$ cat src/rtl/if_id_ex_pipe_if.sv
`default_nettype none
// ---------------------------------------------------------------------------
// if_id_ex_pipe_if : hazard-control, Decode-input and pipeline-output bundle
//                    for if_id_ex_pipe.  Revision 1.0
// ---------------------------------------------------------------------------
interface if_id_ex_pipe_if #(
  parameter int XLEN  = 32,
  parameter int CTRLW = 12
);
  logic [31:0]       InstrF;
  logic [XLEN-1:0]   PCTargetE;
  logic              PCSrcE;
  logic              StallF;
  logic              StallD;
  logic              FlushD;
  logic              FlushE;
  logic [1:0]        ForwardAE;
  logic [1:0]        ForwardBE;
  logic [XLEN-1:0]   RD1D;
  logic [XLEN-1:0]   RD2D;
  logic [XLEN-1:0]   ImmExtD;
  logic [1:0]        ResultSrcD;
  logic [CTRLW-1:0]  CtrlD;
  logic [XLEN-1:0]   ALUResultM;
  logic [XLEN-1:0]   ResultW;

  logic [XLEN-1:0]   PCF;
  logic [31:0]       InstrD;
  logic [4:0]        Rs1D;
  logic [4:0]        Rs2D;
  logic [4:0]        RdD;
  logic [XLEN-1:0]   PCE;
  logic [XLEN-1:0]   PCPlus4E;
  logic [XLEN-1:0]   ImmExtE;
  logic [4:0]        Rs1E;
  logic [4:0]        Rs2E;
  logic [4:0]        RdE;
  logic [1:0]        ResultSrcE;
  logic              ResultSrcE_zero;
  logic [CTRLW-1:0]  CtrlE;
  logic [XLEN-1:0]   SrcAE;
  logic [XLEN-1:0]   WriteDataE;
  logic              ValidD;
  logic              ValidE;
  logic [15:0]       StallCnt;
  logic [15:0]       FlushCnt;

  modport master (
    output InstrF, PCTargetE, PCSrcE, StallF, StallD, FlushD, FlushE,
           ForwardAE, ForwardBE, RD1D, RD2D, ImmExtD, ResultSrcD, CtrlD,
           ALUResultM, ResultW,
    input  PCF, InstrD, Rs1D, Rs2D, RdD, PCE, PCPlus4E, ImmExtE, Rs1E, Rs2E,
           RdE, ResultSrcE, ResultSrcE_zero, CtrlE, SrcAE, WriteDataE,
           ValidD, ValidE, StallCnt, FlushCnt
  );

  modport slave (
    input  InstrF, PCTargetE, PCSrcE, StallF, StallD, FlushD, FlushE,
           ForwardAE, ForwardBE, RD1D, RD2D, ImmExtD, ResultSrcD, CtrlD,
           ALUResultM, ResultW,
    output PCF, InstrD, Rs1D, Rs2D, RdD, PCE, PCPlus4E, ImmExtE, Rs1E, Rs2E,
           RdE, ResultSrcE, ResultSrcE_zero, CtrlE, SrcAE, WriteDataE,
           ValidD, ValidE, StallCnt, FlushCnt
  );
endinterface
`default_nettype wire

$ cat src/rtl/if_id_ex_pipe.sv
`default_nettype none
// ---------------------------------------------------------------------------
// if_id_ex_pipe : PC, IF/ID and ID/EX registers with stall/flush, operand
//                 forwarding and bring-up event counters.  Revision 1.0
// ---------------------------------------------------------------------------
module if_id_ex_pipe #(
  parameter int              XLEN     = 32,
  parameter int              CTRLW    = 12,
  parameter logic [XLEN-1:0] RESET_PC = '0
) (
  input  wire logic       clk,
  input  wire logic       reset,
  if_id_ex_pipe_if.slave  bus
);
  localparam logic [31:0]     c_nop  = 32'h0000_0013;
  localparam logic [XLEN-1:0] c_four = XLEN'(4);
  localparam logic [15:0]     c_sat  = 16'hFFFF;

  logic [XLEN-1:0]  r_pcf;
  logic [XLEN-1:0]  w_pcplus4_f;

  logic [31:0]      r_instr_d;
  logic [XLEN-1:0]  r_pc_d;
  logic [XLEN-1:0]  r_pcplus4_d;
  logic             r_valid_d;

  logic [XLEN-1:0]  r_rd1_e;
  logic [XLEN-1:0]  r_rd2_e;
  logic [XLEN-1:0]  r_imm_e;
  logic [XLEN-1:0]  r_pc_e;
  logic [XLEN-1:0]  r_pcplus4_e;
  logic [4:0]       r_rs1_e;
  logic [4:0]       r_rs2_e;
  logic [4:0]       r_rd_e;
  logic [1:0]       r_resultsrc_e;
  logic [CTRLW-1:0] r_ctrl_e;
  logic             r_valid_e;

  logic [15:0]      r_stall_cnt;
  logic [15:0]      r_flush_cnt;

  logic [XLEN-1:0]  w_src_a;
  logic [XLEN-1:0]  w_src_b;

  assign w_pcplus4_f = r_pcf + c_four;

  // Redirect outranks stall so a taken branch is never dropped.
  always_ff @(posedge clk) begin
    if (reset)
      r_pcf <= RESET_PC;
    else if (bus.PCSrcE)
      r_pcf <= bus.PCTargetE;
    else if (!bus.StallF)
      r_pcf <= w_pcplus4_f;
  end

  always_ff @(posedge clk) begin
    if (reset || bus.FlushD) begin
      r_instr_d   <= c_nop;
      r_pc_d      <= '0;
      r_pcplus4_d <= '0;
      r_valid_d   <= 1'b0;
    end else if (!bus.StallD) begin
      r_instr_d   <= bus.InstrF;
      r_pc_d      <= r_pcf;
      r_pcplus4_d <= w_pcplus4_f;
      r_valid_d   <= 1'b1;
    end
  end

  always_ff @(posedge clk) begin
    if (reset || bus.FlushE) begin
      r_rd1_e       <= '0;
      r_rd2_e       <= '0;
      r_imm_e       <= '0;
      r_pc_e        <= '0;
      r_pcplus4_e   <= '0;
      r_rs1_e       <= '0;
      r_rs2_e       <= '0;
      r_rd_e        <= '0;
      r_resultsrc_e <= '0;
      r_ctrl_e      <= '0;
      r_valid_e     <= 1'b0;
    end else begin
      r_rd1_e       <= bus.RD1D;
      r_rd2_e       <= bus.RD2D;
      r_imm_e       <= bus.ImmExtD;
      r_pc_e        <= r_pc_d;
      r_pcplus4_e   <= r_pcplus4_d;
      r_rs1_e       <= r_instr_d[19:15];
      r_rs2_e       <= r_instr_d[24:20];
      r_rd_e        <= r_instr_d[11:7];
      r_resultsrc_e <= bus.ResultSrcD;
      r_ctrl_e      <= bus.CtrlD;
      r_valid_e     <= r_valid_d;
    end
  end

  // A cycle with both FlushD and FlushE counts as a single flush event.
  always_ff @(posedge clk) begin
    if (reset) begin
      r_stall_cnt <= '0;
      r_flush_cnt <= '0;
    end else begin
      if (bus.StallD && (r_stall_cnt != c_sat))
        r_stall_cnt <= r_stall_cnt + 16'd1;
      if ((bus.FlushD || bus.FlushE) && (r_flush_cnt != c_sat))
        r_flush_cnt <= r_flush_cnt + 16'd1;
    end
  end

  // Select 2'b11 is reserved and falls back to the register-file value.
  always_comb begin
    w_src_a = r_rd1_e;
    case (bus.ForwardAE)
      2'b01:   w_src_a = bus.ResultW;
      2'b10:   w_src_a = bus.ALUResultM;
      default: w_src_a = r_rd1_e;
    endcase
  end

  always_comb begin
    w_src_b = r_rd2_e;
    case (bus.ForwardBE)
      2'b01:   w_src_b = bus.ResultW;
      2'b10:   w_src_b = bus.ALUResultM;
      default: w_src_b = r_rd2_e;
    endcase
  end

  assign bus.PCF             = r_pcf;
  assign bus.InstrD          = r_instr_d;
  assign bus.Rs1D            = r_instr_d[19:15];
  assign bus.Rs2D            = r_instr_d[24:20];
  assign bus.RdD             = r_instr_d[11:7];
  assign bus.ValidD          = r_valid_d;
  assign bus.PCE             = r_pc_e;
  assign bus.PCPlus4E        = r_pcplus4_e;
  assign bus.ImmExtE         = r_imm_e;
  assign bus.Rs1E            = r_rs1_e;
  assign bus.Rs2E            = r_rs2_e;
  assign bus.RdE             = r_rd_e;
  assign bus.ResultSrcE      = r_resultsrc_e;
  assign bus.ResultSrcE_zero = r_resultsrc_e[0];
  assign bus.CtrlE           = r_ctrl_e;
  assign bus.ValidE          = r_valid_e;
  assign bus.SrcAE           = w_src_a;
  assign bus.WriteDataE      = w_src_b;
  assign bus.StallCnt        = r_stall_cnt;
  assign bus.FlushCnt        = r_flush_cnt;
endmodule
`default_nettype wire

$ cat src/flat_wrapper.sv
// flat-port wrapper written by rule: the top's interface ports become plain ports
module if_id_ex_pipe_flat 
#(
  parameter int              XLEN     = 32,
  parameter int              CTRLW    = 12,
  parameter logic [XLEN-1:0] RESET_PC = '0
)
  (clk, reset, bus_InstrF, bus_PCTargetE, bus_PCSrcE, bus_StallF, bus_StallD, bus_FlushD, bus_FlushE, bus_ForwardAE, bus_ForwardBE, bus_RD1D, bus_RD2D, bus_ImmExtD, bus_ResultSrcD, bus_CtrlD, bus_ALUResultM, bus_ResultW, bus_PCF, bus_InstrD, bus_Rs1D, bus_Rs2D, bus_RdD, bus_PCE, bus_PCPlus4E, bus_ImmExtE, bus_Rs1E, bus_Rs2E, bus_RdE, bus_ResultSrcE, bus_ResultSrcE_zero, bus_CtrlE, bus_SrcAE, bus_WriteDataE, bus_ValidD, bus_ValidE, bus_StallCnt, bus_FlushCnt);
  if_id_ex_pipe_if #(.XLEN(XLEN), .CTRLW(CTRLW)) bus_i ();
  input  wire logic clk;
  input  wire logic reset;
  input wire logic [$bits(bus_i.InstrF)-1:0] bus_InstrF;
  input wire logic [$bits(bus_i.PCTargetE)-1:0] bus_PCTargetE;
  input wire logic [$bits(bus_i.PCSrcE)-1:0] bus_PCSrcE;
  input wire logic [$bits(bus_i.StallF)-1:0] bus_StallF;
  input wire logic [$bits(bus_i.StallD)-1:0] bus_StallD;
  input wire logic [$bits(bus_i.FlushD)-1:0] bus_FlushD;
  input wire logic [$bits(bus_i.FlushE)-1:0] bus_FlushE;
  input wire logic [$bits(bus_i.ForwardAE)-1:0] bus_ForwardAE;
  input wire logic [$bits(bus_i.ForwardBE)-1:0] bus_ForwardBE;
  input wire logic [$bits(bus_i.RD1D)-1:0] bus_RD1D;
  input wire logic [$bits(bus_i.RD2D)-1:0] bus_RD2D;
  input wire logic [$bits(bus_i.ImmExtD)-1:0] bus_ImmExtD;
  input wire logic [$bits(bus_i.ResultSrcD)-1:0] bus_ResultSrcD;
  input wire logic [$bits(bus_i.CtrlD)-1:0] bus_CtrlD;
  input wire logic [$bits(bus_i.ALUResultM)-1:0] bus_ALUResultM;
  input wire logic [$bits(bus_i.ResultW)-1:0] bus_ResultW;
  output wire logic [$bits(bus_i.PCF)-1:0] bus_PCF;
  output wire logic [$bits(bus_i.InstrD)-1:0] bus_InstrD;
  output wire logic [$bits(bus_i.Rs1D)-1:0] bus_Rs1D;
  output wire logic [$bits(bus_i.Rs2D)-1:0] bus_Rs2D;
  output wire logic [$bits(bus_i.RdD)-1:0] bus_RdD;
  output wire logic [$bits(bus_i.PCE)-1:0] bus_PCE;
  output wire logic [$bits(bus_i.PCPlus4E)-1:0] bus_PCPlus4E;
  output wire logic [$bits(bus_i.ImmExtE)-1:0] bus_ImmExtE;
  output wire logic [$bits(bus_i.Rs1E)-1:0] bus_Rs1E;
  output wire logic [$bits(bus_i.Rs2E)-1:0] bus_Rs2E;
  output wire logic [$bits(bus_i.RdE)-1:0] bus_RdE;
  output wire logic [$bits(bus_i.ResultSrcE)-1:0] bus_ResultSrcE;
  output wire logic [$bits(bus_i.ResultSrcE_zero)-1:0] bus_ResultSrcE_zero;
  output wire logic [$bits(bus_i.CtrlE)-1:0] bus_CtrlE;
  output wire logic [$bits(bus_i.SrcAE)-1:0] bus_SrcAE;
  output wire logic [$bits(bus_i.WriteDataE)-1:0] bus_WriteDataE;
  output wire logic [$bits(bus_i.ValidD)-1:0] bus_ValidD;
  output wire logic [$bits(bus_i.ValidE)-1:0] bus_ValidE;
  output wire logic [$bits(bus_i.StallCnt)-1:0] bus_StallCnt;
  output wire logic [$bits(bus_i.FlushCnt)-1:0] bus_FlushCnt;
  assign bus_i.InstrF = bus_InstrF;
  assign bus_i.PCTargetE = bus_PCTargetE;
  assign bus_i.PCSrcE = bus_PCSrcE;
  assign bus_i.StallF = bus_StallF;
  assign bus_i.StallD = bus_StallD;
  assign bus_i.FlushD = bus_FlushD;
  assign bus_i.FlushE = bus_FlushE;
  assign bus_i.ForwardAE = bus_ForwardAE;
  assign bus_i.ForwardBE = bus_ForwardBE;
  assign bus_i.RD1D = bus_RD1D;
  assign bus_i.RD2D = bus_RD2D;
  assign bus_i.ImmExtD = bus_ImmExtD;
  assign bus_i.ResultSrcD = bus_ResultSrcD;
  assign bus_i.CtrlD = bus_CtrlD;
  assign bus_i.ALUResultM = bus_ALUResultM;
  assign bus_i.ResultW = bus_ResultW;
  assign bus_PCF = bus_i.PCF;
  assign bus_InstrD = bus_i.InstrD;
  assign bus_Rs1D = bus_i.Rs1D;
  assign bus_Rs2D = bus_i.Rs2D;
  assign bus_RdD = bus_i.RdD;
  assign bus_PCE = bus_i.PCE;
  assign bus_PCPlus4E = bus_i.PCPlus4E;
  assign bus_ImmExtE = bus_i.ImmExtE;
  assign bus_Rs1E = bus_i.Rs1E;
  assign bus_Rs2E = bus_i.Rs2E;
  assign bus_RdE = bus_i.RdE;
  assign bus_ResultSrcE = bus_i.ResultSrcE;
  assign bus_ResultSrcE_zero = bus_i.ResultSrcE_zero;
  assign bus_CtrlE = bus_i.CtrlE;
  assign bus_SrcAE = bus_i.SrcAE;
  assign bus_WriteDataE = bus_i.WriteDataE;
  assign bus_ValidD = bus_i.ValidD;
  assign bus_ValidE = bus_i.ValidE;
  assign bus_StallCnt = bus_i.StallCnt;
  assign bus_FlushCnt = bus_i.FlushCnt;
  if_id_ex_pipe #(.XLEN(XLEN), .CTRLW(CTRLW), .RESET_PC(RESET_PC)) u_core (.clk(clk), .reset(reset), .bus(bus_i));
endmodule
$ cat config.mk
export PLATFORM = sky130hd
export DESIGN_NAME = if_id_ex_pipe_flat
export DESIGN_NICKNAME = d
export VERILOG_FILES = /design/src/rtl/if_id_ex_pipe_if.sv /design/src/rtl/if_id_ex_pipe.sv /design/src/flat_wrapper.sv
export SDC_FILE = /design/constraint.sdc
export NUM_CORES = 1
export LEC_CHECK = 0
export CAP_MARGIN = 20
export CORE_MARGIN = 2
export CORE_UTILIZATION = 25
export CTS_CLUSTER_SIZE = 20
export DETAILED_ROUTE_END_ITERATION = 16
export GPL_TIMING_DRIVEN = 0
export PLACE_DENSITY = 0.54
export SLEW_MARGIN = 15
export SYNTH_ARGS = -nofsm -noshare
export SYNTH_HDL_FRONTEND = slang
export SYNTH_SLANG_ARGS = --single-unit
$ cat constraint.sdc
create_clock -name clk -period 2.5 [get_ports clk]
set_input_delay 0.625 -clock clk [delete_from_list [all_inputs] [get_ports clk]]
set_output_delay 0.625 -clock clk [all_outputs]
set_load 0.005 [all_outputs]
==> flow_metrics.tcl <==
set metrics [dict create \
    path_max_fanout 10 \
    cts.htree.levels 2 \
    vias_per_cell 4.558 \
    cts_hold_buf 0 \
    cts_root_buffer "clkbuf_16" \
    area_growth_pct 59.55 \
    reg2reg_from "u_core.bus.PCF[2]$_SDFFE_PP0N_" \
    cts_buffers 41 \
    crit_chain "clkdlybuf4s15_2 > inv_2 > ha_4 > buf_4 > clkbuf_16 > o21ai_2 > buf_2" \
    register_area_um2 6947 \
    ir_drop_uv 411.1 \
    rows 85 \
    leakagePower_nw 8.347 \
    pin_count 552 \
    rsz0062_at_grt "true" \
    clock-sinks 347 \
    arrival_ps 1860 \
    die_h_um 236.0 \
    whs_ps 449.9 \
    power_density_nw_per_um2 630.0 \
    netlist_area_um2 13450 \
    gp_congestion 0.9231 \
    dieArea_um2 55680 \
    min_to "u_core.bus.PCPlus4E[28]$_SDFF_PP0_" \
    ant_nets 0 \
    start_kind "input port" \
    hold_class "flop to flop" \
    drv_slew 0 \
    hold_viol_final 0 \
    fin_skew_ps 13.16 \
    r2r_end "u_core.bus.PCF[14]$_SDFFE_PP0N_" \
    routed_wl_mm 63.64 \
    via_count 12630 \
    portBuffers 548 \
    synth.avg_cell_area_um2 9.296 \
    synthCells 1447 \
    period_needed_ps 2489 \
    synthDistinctLibCells 50 \
    grt_overflow 0 \
    final_core_util_pct 40.12 \
    hp-start "u_core.r_pcplus4_d[28]$_SDFFE_PP0N_" \
    first_pass_iters 5 \
    yosysSeqAreaShare_pct 51.64 \
    detail_route.wl_per_cell_um 22.97 \
    slowest_stage "ha_4" \
    synthArstFlopShare_pct 0 \
    r2r_slack_ps 140 \
    worst_pin_slew_ps 1020 \
    grt_pass1_vias 12740 \
    slew_headroom_pct 32.02 \
    dpl.hpwl_mm 50.41 \
    fin_setup_tns_ps 0 \
    gr-usage-all-layers_pct 22.22 \
    insertion_delay_ps 570 \
    clk_pin_slew_ps 60 \
    slowest_delay_ps 290 \
    final_layout_size_suffix_gt1_share_pct 11.01 \
    critical_path_class "input port to primary output" \
    p_total_mw 13.52 \
    grt_pass1_wl_mm 90.78 \
    antenna_found_initial 8 \
    core_area_um2 53500 \
    maxCapViolCount 0 \
    status "completed" \
    timing.final.crit_share_pct 99.55 \
    synth-seq-cells 347 \
    setup_ws_ps 11.32 \
    cts.path.max_buffers 3 \
    fmax_ghz 0.4018 \
    grt_max_degree 13 \
    pre_cts_slack_ps -1314 \
    cts_tree "yes" \
    fin_nets 2297 \
    multi_input_area_um2 6037 \
    crit_required_ps 1880 \
    end_kind "primary output" \
    die_w_um 236.0 \
    holdPathStages 2 \
    synth_nets 1703 \
    yosysWarnings 0 \
    fillCellCount 5354 \
    drtIter0Drc 526 \
    setup_viol 0 \
    start_util_pct 25.15 \
    dominantRegCellSynth "dfxtp_1" \
    rr_worst_depth 7 \
    synth_enable_flop_cells 0 \
    drc 0 \
]
-- timing repair --
action	in CTS	in global routing
setup endpoints to repair	113	57
pin swaps	8	4
cloned	0	0
buffers inserted	5	0
resized for setup	399	38
-- cells by family (layout without fill, tap and decap cells) --
kind of cell	count (synthesis)	count (layout)	share of synthesized area, %
xor+xnor	66	66	4.297
simple gates	544	544	21.09
buf+inv	155	778	5.069
flops	347	347	51.64
compound gates	250	250	11.44
other cells	0	4	0
fa+ha+maj	7	7	0.6511
mux	78	78	5.813
-- state kept, by name (all words and copies together) (netlist names), 2 cells and up --
name and count:
u_core.bus.CtrlE 12, u_core.bus.FlushCnt 16, u_core.bus.ImmExtE 32, u_core.bus.InstrD 32
u_core.bus.PCE 30, u_core.bus.PCF 32, u_core.bus.PCPlus4E 32, u_core.bus.RdE 5
u_core.bus.ResultSrcE 2, u_core.bus.Rs1E 5, u_core.bus.Rs2E 5, u_core.bus.StallCnt 16
u_core.r_pc_d 30, u_core.r_pcplus4_d 32, u_core.r_rd1_e 32, u_core.r_rd2_e 32
-- where the power goes --
part | internal [mW] | switching [mW]
clock | 3.38 | 2.46
sequential | 5.70 | 0.119
combinational | 0.993 | 0.869
total | 10.1 | 3.45
-- worst max path at each step --
| stage | startpoint | endpoint | cells after the start |
|---|---|---|---|
| detailed placement | bus_ForwardAE[0] | bus_SrcAE[16] | 8 |
| CTS | bus_ForwardAE[0] | bus_SrcAE[16] | 7 |
| finish | bus_ForwardBE[0] | bus_WriteDataE[23] | 7 |
| global route | u_core.bus.PCF[2]$_SDFFE_PP0N_ | u_core.bus.PCF[14]$_SDFFE_PP0N_ | 7 |
| global placement | bus_ForwardAE[0] | bus_SrcAE[18] | 8 |
| floorplan | bus_ForwardAE[0] | bus_SrcAE[0] | 6 |
-- layer usage --
metal	up-vias	part of all wire, %	track usage, %
met4	8	3.3	7.952
met5	-	0.088	0
met1	6007	38	24.30
met3	97	7.6	6.647
li1	6052	-	-
met2	461	51	40.45
-- critical path, delay by kind of cell --
kind / cells / cell delay [ps]
buffers and inverters: 5 / 750
adders and majority gates: 1 / 290
AOI/OAI and AO/OA: 1 / 180
-- area by class of cell --
type / count / area share, %
antenna: 4 / 0.04664
buffer: 123 / 4.128
clock buffer: 61 / 5.702
clock inverter: 11 / 0.2857
inverter: 30 / 0.5247
multi-input combinational: 945 / 28.13
sequential: 347 / 32.37
tap: 696 / 4.058
timing repair buffer: 553 / 24.76
-- stage by stage --
| step | std cells | area [um2] |
|---|---|---|
| 4_1_cts | 2766 | 21420 |
| 6_report | 2770 | 21460 |
| 5_1_grt | 2770 | 21460 |
| 3_5_place_dp | 2691 | 19810 |
| 3_3_place_gp | 2691 | 19810 |
| 2_1_floorplan | 1447 | 13450 |
-- Yosys cell counts (3+ instances only) --
master	instances	area share, %
o21ai_0	93	3.5
buf_4	22	1.2
or3_1	5	0.23
a21oi_1	52	1.9
nand4_1	17	0.79
nand2_1	98	2.7
buf_1	8	0.22
xnor2_1	32	2.1
nor3b_1	3	0.17
buf_2	13	0.48
inv_1	30	0.84
nor4_1	10	0.47
xor2_1	34	2.2
clkbuf_1	81	2.3
and3_1	6	0.28
a22oi_1	64	3.6
ha_1	7	0.65
nand4b_1	4	0.26
and2_1	190	8.8
mux2i_1	77	5.7
and4_1	5	0.33
o211ai_1	3	0.17
a311oi_1	5	0.33
nor3_1	16	0.60
nor2_1	138	3.9
o21a_1	14	0.78
dfxtp_1	347	52
nand3_1	29	1.1
a211oi_1	4	0.22
or4_1	4	0.22
nor2b_1	9	0.42
-- placed cells by master (no fill, tap or decap), drive strengths merged, types with 3 or more instances in the layout --
| master | n |
|---|---|
| xnor2 | 32 |
| a22oi | 64 |
| clkbuf | 141 |
| a311oi | 5 |
| and3 | 6 |
| nor2 | 138 |
| nor2b | 9 |
| o21a | 14 |
| inv | 31 |
| nand3 | 31 |
| diode | 4 |
| and4 | 5 |
| nor4 | 11 |
| nor3b | 3 |
| a21oi | 52 |
| and2 | 190 |
| buf | 96 |
| o211ai | 3 |
| clkdlybuf4s50 | 480 |
| or4 | 4 |
| nand4b | 4 |
| mux2i | 77 |
| nor3 | 18 |
| xor2 | 34 |
| or3 | 5 |
| nand2 | 98 |
| clkdlybuf4s15 | 12 |
| o21ai | 93 |
| clkinv | 9 |
| dfxtp | 347 |
| dlygate4sd2 | 8 |
| nand4 | 18 |
| ha | 7 |
| a211oi | 4 |
No activity file was read; power rests on OpenSTA's default activity.
